**config.mk**
```make
export PLATFORM = sky130hd
export DESIGN_NAME = aes192_keyex
export DESIGN_NICKNAME = d
export VERILOG_FILES = /design/src/rtl/aes_pkg.sv /design/src/rtl/aes192_keyex_step.sv /design/src/rtl/aes192_keyex.sv
export SDC_FILE = /design/constraint.sdc
export NUM_CORES = 2
export LEC_CHECK = 0
export CAP_MARGIN = 15
export CORE_AREA = 2 2 745 747
export CTS_CLUSTER_DIAMETER = 30
export DETAILED_ROUTE_END_ITERATION = 12
export DIE_AREA = 0 0 747 749
export PLACE_DENSITY = 0.3
export SKIP_CTS_REPAIR_TIMING = 1
export SLEW_MARGIN = 20
export SYNTH_ARGS = -nofsm -noshare
export SYNTH_HDL_FRONTEND = slang
export SYNTH_SLANG_ARGS = --single-unit
```
**constraint.sdc**
```tcl
create_clock -name i_clk -period 4.8 [get_ports i_clk]
set_clock_uncertainty 0.05 [all_clocks]
set_input_delay 0.96 -clock i_clk [delete_from_list [all_inputs] [get_ports i_clk]]
set_output_delay 0.96 -clock i_clk [all_outputs]
set_load 0.01 [all_outputs]
```
**src/rtl/aes_pkg.sv**
```systemverilog
// aes_pkg: shared AES-192 key-schedule constants, word type, Rcon table
// and the RotWord helper.
package aes_pkg;

  localparam int unsigned AES192_NK = 6;
  localparam int unsigned AES192_NR = 12;
  localparam int unsigned AES192_NW = 52;

  typedef logic [31:0] aes_word_t;

  // Rcon[1..8] stored at index 0..7
  localparam logic [7:0] AES192_RCON [0:7] = '{
    8'h01, 8'h02, 8'h04, 8'h08, 8'h10, 8'h20, 8'h40, 8'h80
  };

  function automatic aes_word_t rot_word(input aes_word_t w);
    return {w[23:0], w[31:24]};
  endfunction

endpackage

```
**src/rtl/aes192_keyex_step.sv**
```systemverilog
// aes192_keyex_step: one combinational AES-192 expansion step.
//   i_prev  : w(i-6)..w(i-1), w(i-6) in bits [191:160]
//   i_sbox  : SubWord(RotWord(w(i-1)))
//   i_rcon  : Rcon byte for this iteration
//   o_next  : w(i)..w(i+5), w(i) in bits [191:160]
module aes192_keyex_step
  import aes_pkg::*;
(
  input  logic [191:0] i_prev,
  input  logic [31:0]  i_sbox,
  input  logic [7:0]   i_rcon,
  output logic [191:0] o_next
);

  aes_word_t t;
  aes_word_t nw;

  always_comb begin
    o_next = '0;
    t      = i_sbox ^ {i_rcon, 24'h0};
    nw     = i_prev[191:160] ^ t;
    o_next[191:160] = nw;
    for (int unsigned j = 1; j < 6; j++) begin
      nw = i_prev[191 - 32*j -: 32] ^ nw;
      o_next[191 - 32*j -: 32] = nw;
    end
  end

endmodule

```
**src/rtl/aes192_keyex.sv**
```systemverilog
// aes192_keyex: iterative AES-192 key expansion, one 6-word group per clock.
//   i_clk, i_rst_n     : clock, async active-low reset
//   i_key, i_key_en    : cipher key and load/start strobe
//   o_keyex            : 52-word schedule, w0 at the MSBs
//   o_key_ok, o_busy   : schedule valid / expansion in progress
//   o_sbox_din         : RotWord(w(6n-1)) to the external S-box
//   i_sbox_dout        : combinational SubWord of o_sbox_din
// Optional macro AES192_KEYEX_ZEROIZE_EN adds i_zeroize (clears schedule,
// priority over i_key_en).
module aes192_keyex
  import aes_pkg::*;
(
  input  logic          i_clk,
  input  logic          i_rst_n,
  input  logic [191:0]  i_key,
  input  logic          i_key_en,
`ifdef AES192_KEYEX_ZEROIZE_EN
  input  logic          i_zeroize,
`endif
  output logic [1663:0] o_keyex,
  output logic          o_key_ok,
  output logic          o_busy,
  output logic [31:0]   o_sbox_din,
  input  logic [31:0]   i_sbox_dout
);

  typedef enum logic [1:0] {ST_IDLE, ST_EXPAND, ST_DONE} state_t;

  state_t       state, state_nxt;
  logic [3:0]   cnt;
  aes_word_t    w [AES192_NW];
  logic [191:0] prev_grp;
  logic [191:0] next_grp;
  logic [7:0]   rcon;
  logic         zeroize;

`ifdef AES192_KEYEX_ZEROIZE_EN
  assign zeroize = i_zeroize;
`else
  assign zeroize = 1'b0;
`endif

  // Source group for iteration cnt; cnt=0 falls back to w0..w5 so the
  // S-box port tracks w5 while idle, and cnt=8 keeps w42..w47 when done.
  always_comb begin
    prev_grp = {w[0], w[1], w[2], w[3], w[4], w[5]};
    rcon     = AES192_RCON[0];
    for (int unsigned g = 1; g <= 8; g++) begin
      if (cnt == 4'(g)) begin
        for (int unsigned j = 0; j < 6; j++)
          prev_grp[191 - 32*j -: 32] = w[6*(g-1) + j];
        rcon = AES192_RCON[g-1];
      end
    end
  end

  assign o_sbox_din = rot_word(prev_grp[31:0]);

  aes192_keyex_step u_step (
    .i_prev (prev_grp),
    .i_sbox (i_sbox_dout),
    .i_rcon (rcon),
    .o_next (next_grp)
  );

  always_ff @(posedge i_clk or negedge i_rst_n) begin
    if (!i_rst_n) state <= ST_IDLE;
    else          state <= state_nxt;
  end

  always_comb begin
    state_nxt = state;
    if (zeroize)
      state_nxt = ST_IDLE;
    else if (i_key_en)
      state_nxt = ST_EXPAND;
    else if (state == ST_EXPAND && cnt == 4'd8)
      state_nxt = ST_DONE;
  end

  // Words 52/53 of iteration 8 have no target index and are dropped.
  always_ff @(posedge i_clk or negedge i_rst_n) begin
    if (!i_rst_n) begin
      for (int unsigned k = 0; k < AES192_NW; k++) w[k] <= '0;
      cnt <= '0;
    end else if (zeroize) begin
      for (int unsigned k = 0; k < AES192_NW; k++) w[k] <= '0;
      cnt <= '0;
    end else if (i_key_en) begin
      for (int unsigned k = 0; k < AES192_NK; k++) w[k] <= i_key[191 - 32*k -: 32];
      cnt <= 4'd1;
    end else if (state == ST_EXPAND) begin
      for (int unsigned k = AES192_NK; k < AES192_NW; k++)
        if (cnt == 4'(k / 6)) w[k] <= next_grp[191 - 32*(k % 6) -: 32];
      if (cnt != 4'd8) cnt <= cnt + 4'd1;
    end
  end

  assign o_key_ok = (state == ST_DONE);
  assign o_busy   = (state == ST_EXPAND);

  always_comb begin
    o_keyex = '0;
    for (int unsigned k = 0; k < AES192_NW; k++)
      o_keyex[1663 - 32*k -: 32] = w[k];
  end

endmodule
```
## After elaboration in Yosys (flattened, before gate mapping)

Cells that the tools add are included.

| word-level totals | value |
|---|---|
| register bits | 1670 |
| word-level logic and storage cells | 106 |

| cells by class | value |
|---|---|
| $add $sub $neg | 1 |
| equal/unequal tests | 11 |
| mux-type cells | 19 |
| bitwise logic cells | 8 |
| reductions and logical operators | 13 |

Operator list:

| operator | count |
|---|---|
| $mux W192 | 7 |
| $xor A32 B32 Y32 | 7 |
| $reduce_and A3 Y1 | 8 |
| $eq A4 B3 Y1 const B | 4 |
| $mux W4 | 4 |
| $eq A4 B2 Y1 const B | 2 |
| $mux W8 | 1 |
| $mux W7 | 1 |
| $mux W2 | 3 |
| $mux W6 | 1 |
| $reduce_bool A2 Y1 | 3 |
| $mux W5 | 1 |
| $add A4 B1 Y4 const B | 1 |
| $eq A4 B1 Y1 const B | 1 |
| $eq A4 B4 Y1 const B | 1 |
| $ne A4 B4 Y1 const B | 1 |
| $mux W3 | 1 |
| $eq A2 B1 Y1 const B | 1 |
| $eq A2 B2 Y1 const B | 1 |
| $reduce_and A2 Y1 | 1 |
| $logic_and A1 B1 Y1 | 1 |
| $not A1 Y1 | 1 |

## Depth between registers and ports, before layout

| depth | value |
|---|---|
| depth after elaboration | 15 |
| depth in mapped cells | 19 |

## Modules after synthesis

A second synthesis with hierarchy kept.

| second synthesis, totals | value |
|---|---|
| cell total of the unflattened synthesis | 5906 |
| area total of the unflattened synthesis | 79871.6 um2 |

By module, submodules not included:

| module | instances | cells an instance | area an instance (um2) | seq. area each (um2) |
|---|---|---|---|---|
| aes192_keyex | 1 | 5625 | 76485.9 | 41790.1 |
| aes192_keyex_step | 1 | 281 | 3385.7 | 0.0 |

## Worst setup path before layout

Ideal clock, no wire load.

| path | value |
|---|---|
| path kind | reg-to-output |
| start point | register cnt[0] |
| end point | output o_sbox_din[11] |
| arrival time | 3.020 ns |
| setup slack | 0.770 ns |
| stages on the path, launching flop included | 16 |
| cell sequence | dfrtp_1 > inv_1 > ha_1 > buf_4 > buf_2 > buf_4 > buf_2 > buf_2 > buf_2 > buf_2 > clkbuf_1 > clkbuf_1 > o21ai_0 > a211oi_1 > o21ai_0 > nand3_1 |

| on the way | value |
|---|---|
| longest elaborated chain between the ends | 8 |
| elaborated cells between the ends (all ways) | 14 |
| those cells by class | eq/ne: 7; mux: 7 |

Ends and longest elaborated chain:

| item | line | source |
|---|---|---|
| start, declared | aes192_keyex.sv:30 | `logic [3:0] cnt;` |
| start signal, assigned | aes192_keyex.sv:95 | `if (cnt != 4'd8) cnt <= cnt + 4'd1;` |
| $eq A4 B2 Y1 | aes192_keyex.sv:49 | `if (cnt == 4'(g)) begin` |
| $mux W192 (6 in series) | aes192_keyex.sv:49 |  |
| $mux W192 (*) | aes192_keyex.sv:49 |  |
| end, declared | aes192_keyex.sv:23 | `output logic [31:0] o_sbox_din,` |

Every way passes the cells marked *; elsewhere a longest branch is shown, timed or not.

## Worst setup path in the final report

| path | value |
|---|---|
| start point | register cnt[0] |
| end point | output o_sbox_din[23] |

Same word-level chain as after synthesis.

==> run_results.csv <==
group,metric,value,unit
layout,area_growth,74.9,%
layout,seq_area,41800,um2
floorplan,initial_core_util,13.7,%
logic_synthesis,yosysSeqAreaShare,55.1,%
logic_synthesis,synth_top_cells_by_count,"nand2_1, dfrtp_1, o21ai_0",
logic_synthesis,synth_top_family_by_area,"compound AO/OA/AOI/OAI gates",
logic_synthesis,synth_area,75800,um2
grt,antenna_found_initial,58,
grt,grt_max_degree,118,
floorplan,boundaryPins,1925,
clocking,cts_tree,"yes",
timing,period_share,103,%
logic_synthesis,muxShareOfSynthArea,3.11,%
logic_synthesis,synth.most_common_cell,"nand2_1",
grt,grt_pass1_vias,79823,
critical_path,cp_max_fo,24,
timing,setup_tns,-222,ps
timing,hold_viol,0,
timing,worst_slew_pin_slew,1120,ps
critical_path,cp.required,3790,ps
logic_synthesis,synth.avg_cell_area,9.43,um2
critical_path,regToRegSetupSlack,60,ps
clocking,htree_levels,6,
timing,slew_headroom,24.5,%
logic_synthesis,synth_flop_cell,"dfrtp_1",
logic_synthesis,synthSimpleGateAreaFrac,12.8,%
floorplan,dieWidth,747,um
hold_path,min_path_type,"primary input to register",
grt,overflow,0,
logic_synthesis,synth_edf_count,0,
grt,grt_use_total,24.0,%
timing,rsz0062_at_grt,"true",
placed_design,io_buffers,1924,
power,power,134,mW
clocking,clk_pin_slew,40,ps
clocking,cts_root_buffer,"clkbuf_16",
clocking,cts.sinks,1670,
timing,finalWorstSetupSlack,-163,ps
power,vdd_drop_max,0.530,mV
floorplan,die_area,560000,um2
clocking,cts_max_path_buffers,4,
timing,finalSetupViolCount,3,
logic_synthesis,synth_largest_area_cell,"dfrtp_1",
logic_synthesis,synthXorXnorAreaFrac,4.19,%
logic_synthesis,ys_types,76,
clocking,clk_latency,1060,ps
critical_path,crit_path_start_kind,"register",
critical_path,crit_type,"register to primary output",
detailed_routing,firstDrtPassIters,6,
power,p_leak,56.4,nW
detailed_routing,wl,700,mm
floorplan,core.rowCount,273,
placed_design,dp_hpwl,552,mm
floorplan,core_area,551000,um2
power,cellPowerDensity,1010,nW/um2
detailed_routing,num_vias,79047,
logic_synthesis,yosys.area_share.adder,0.0660,%
run_status,violations,"negative setup slack",
placed_design,gp_congestion,0.880,
detailed_routing,drc,0,
run,max-cap-violations,0,
logic_synthesis,synth_top_cell_area_share,55.1,%
logic_synthesis,synth_compound_area_share,20.9,%
grt,grt_pass1_wl,890,mm
logic_synthesis,ys_warn_count,0,
logic_synthesis,syn-num-nets,8266,
clocking,cts_buffers,622,
logic_synthesis,ys_async_sr_fraction,100,%
layout,multiInputGateArea,32400,um2
critical_path,crit_path_end_kind,"primary output",
logic_synthesis,synth_area_leaders,"dfrtp_1, o21ai_0, nand2_1, mux2_2, clkbuf_1",
layout,final_nets,10891,
timing,fin_crit,4960,ps
detailed_routing,wl_per_cell,37.9,um
layout,drive_above_1_share,19.5,%
detailed_routing,viasPerCell,4.28,
timing,drv_slew,0,
run_status,status,"finished, violations left",
detailed_routing,drt_iter0_drc,6302,
critical_path,cp.arrival,3950,ps
timing,fmax,201,MHz
logic_synthesis,synth-seq-cells,1670,
detailed_routing,postRouteAntennaNets,0,
logic_synthesis,synthCells,8035,
layout,nFillCells,59317,
floorplan,fp.dieH,749,um
[cell type report]
class	instances	share of cell area, %
Multi-Input combinational cell	5667	24.5
Clock buffer	926	13.9
Antenna cell	24	0.0453
Tap cell	7287	6.88
Inverter	21	0.0821
Timing Repair Buffer	2678	20.9
Sequential cell	1670	31.5
Clock inverter	193	2.26
[sequential cells by signal, summed over array words and instances, names as in the netlist]
register / flops
cnt: 4
o_keyex: 1664
state: 2
[cell families after synthesis]
logic type | Yosys count
AOI/OAI and AO/OA | 2712
and+or+nand+nor | 2477
DFF | 1670
buffers and inverters | 698
xor gates and xnor gates | 262
muxes | 212
adders and majority gates | 4
[path summary, 6_finish.rpt]
| kind | startpoint | endpoint | cells after the start |
|---|---|---|---|
| worst max-delay path | cnt[0] | o_sbox_din[23] | 11 |
| worst min-delay path | i_key_en | cnt[2] | 2 |
| worst max register to register | cnt[0] | o_keyex[131] | 16 |
| worst min register to register | o_keyex[101] | o_keyex[101] | 2 |
| max in group asynchronous | i_rst_n | o_keyex[1479] | 3 |
| min in group asynchronous | i_rst_n | o_keyex[85] | 2 |
[metrics by stage]
step                      cells  hold slack [ps]  instance area, um2  worst slack, ps  util (%)
after floorplan            8035              432               75800              770         -
after global placement    17269              411              110000            -1190      20.0
after detailed placement  17275              420              110000            -68.2      20.0
after CTS                 18394             -295              132000             -855      23.9
after global routing      18448              176              132000             -274      24.0
final                     18466              255              133000             -163      24.0
[cells in the final DEF, fill, tap and decap left out, drive strengths merged, types with 24 or more instances in the layout]
cell type      Yosys  layout
a211oi            35      35
bufinv             0      39
clkbuf           496     931
clkdlybuf4s50      0    1890
xor2              88      88
nand2           2063    2063
a221oi           129     129
o22ai            258     258
buf              181     775
xnor2            168     168
clkinv             0     142
o221ai            72      72
o21ai           1583    1583
nor2             219     219
a21oi            326     326
inv               21      33
a22o              27      27
a22oi             60      60
nand3             76      76
diode              0      24
mux2             189     189
o21a              61      61
a221o             65      65
dfrtp           1670    1670
and3              31      31
[per-layer routing]
layer / vias up / track usage (%) / share of wire [%]
met5: - / 0 / 0.0050
met4: 4 / 7.64 / 3.6
met3: 716 / 8.50 / 9.1
met2: 3804 / 41.0 / 48
met1: 40843 / 28.1 / 39
li1: 33680 / - / -
[critical path, cell delays in order, from the launching register on]
cell and delay [ps]:
dfrtp_1 340, buf_4 160, ha_4 170, buf_4 150, buf_12 170, or3b_4 430
buf_12 180, o22ai_2 190, a211oi_2 80, o21ai_2 280, nand3_2 150, clkdlybuf4s50_1 510
[where the power goes]
group          internal, mW  total (mW)  switching, mW
clock network          28.3        40.3           12.1
logic                  24.8        67.1           42.3
registers              19.7        26.9           7.19
total                  72.8         134           61.5
Power figures use the tool's default switching activity.
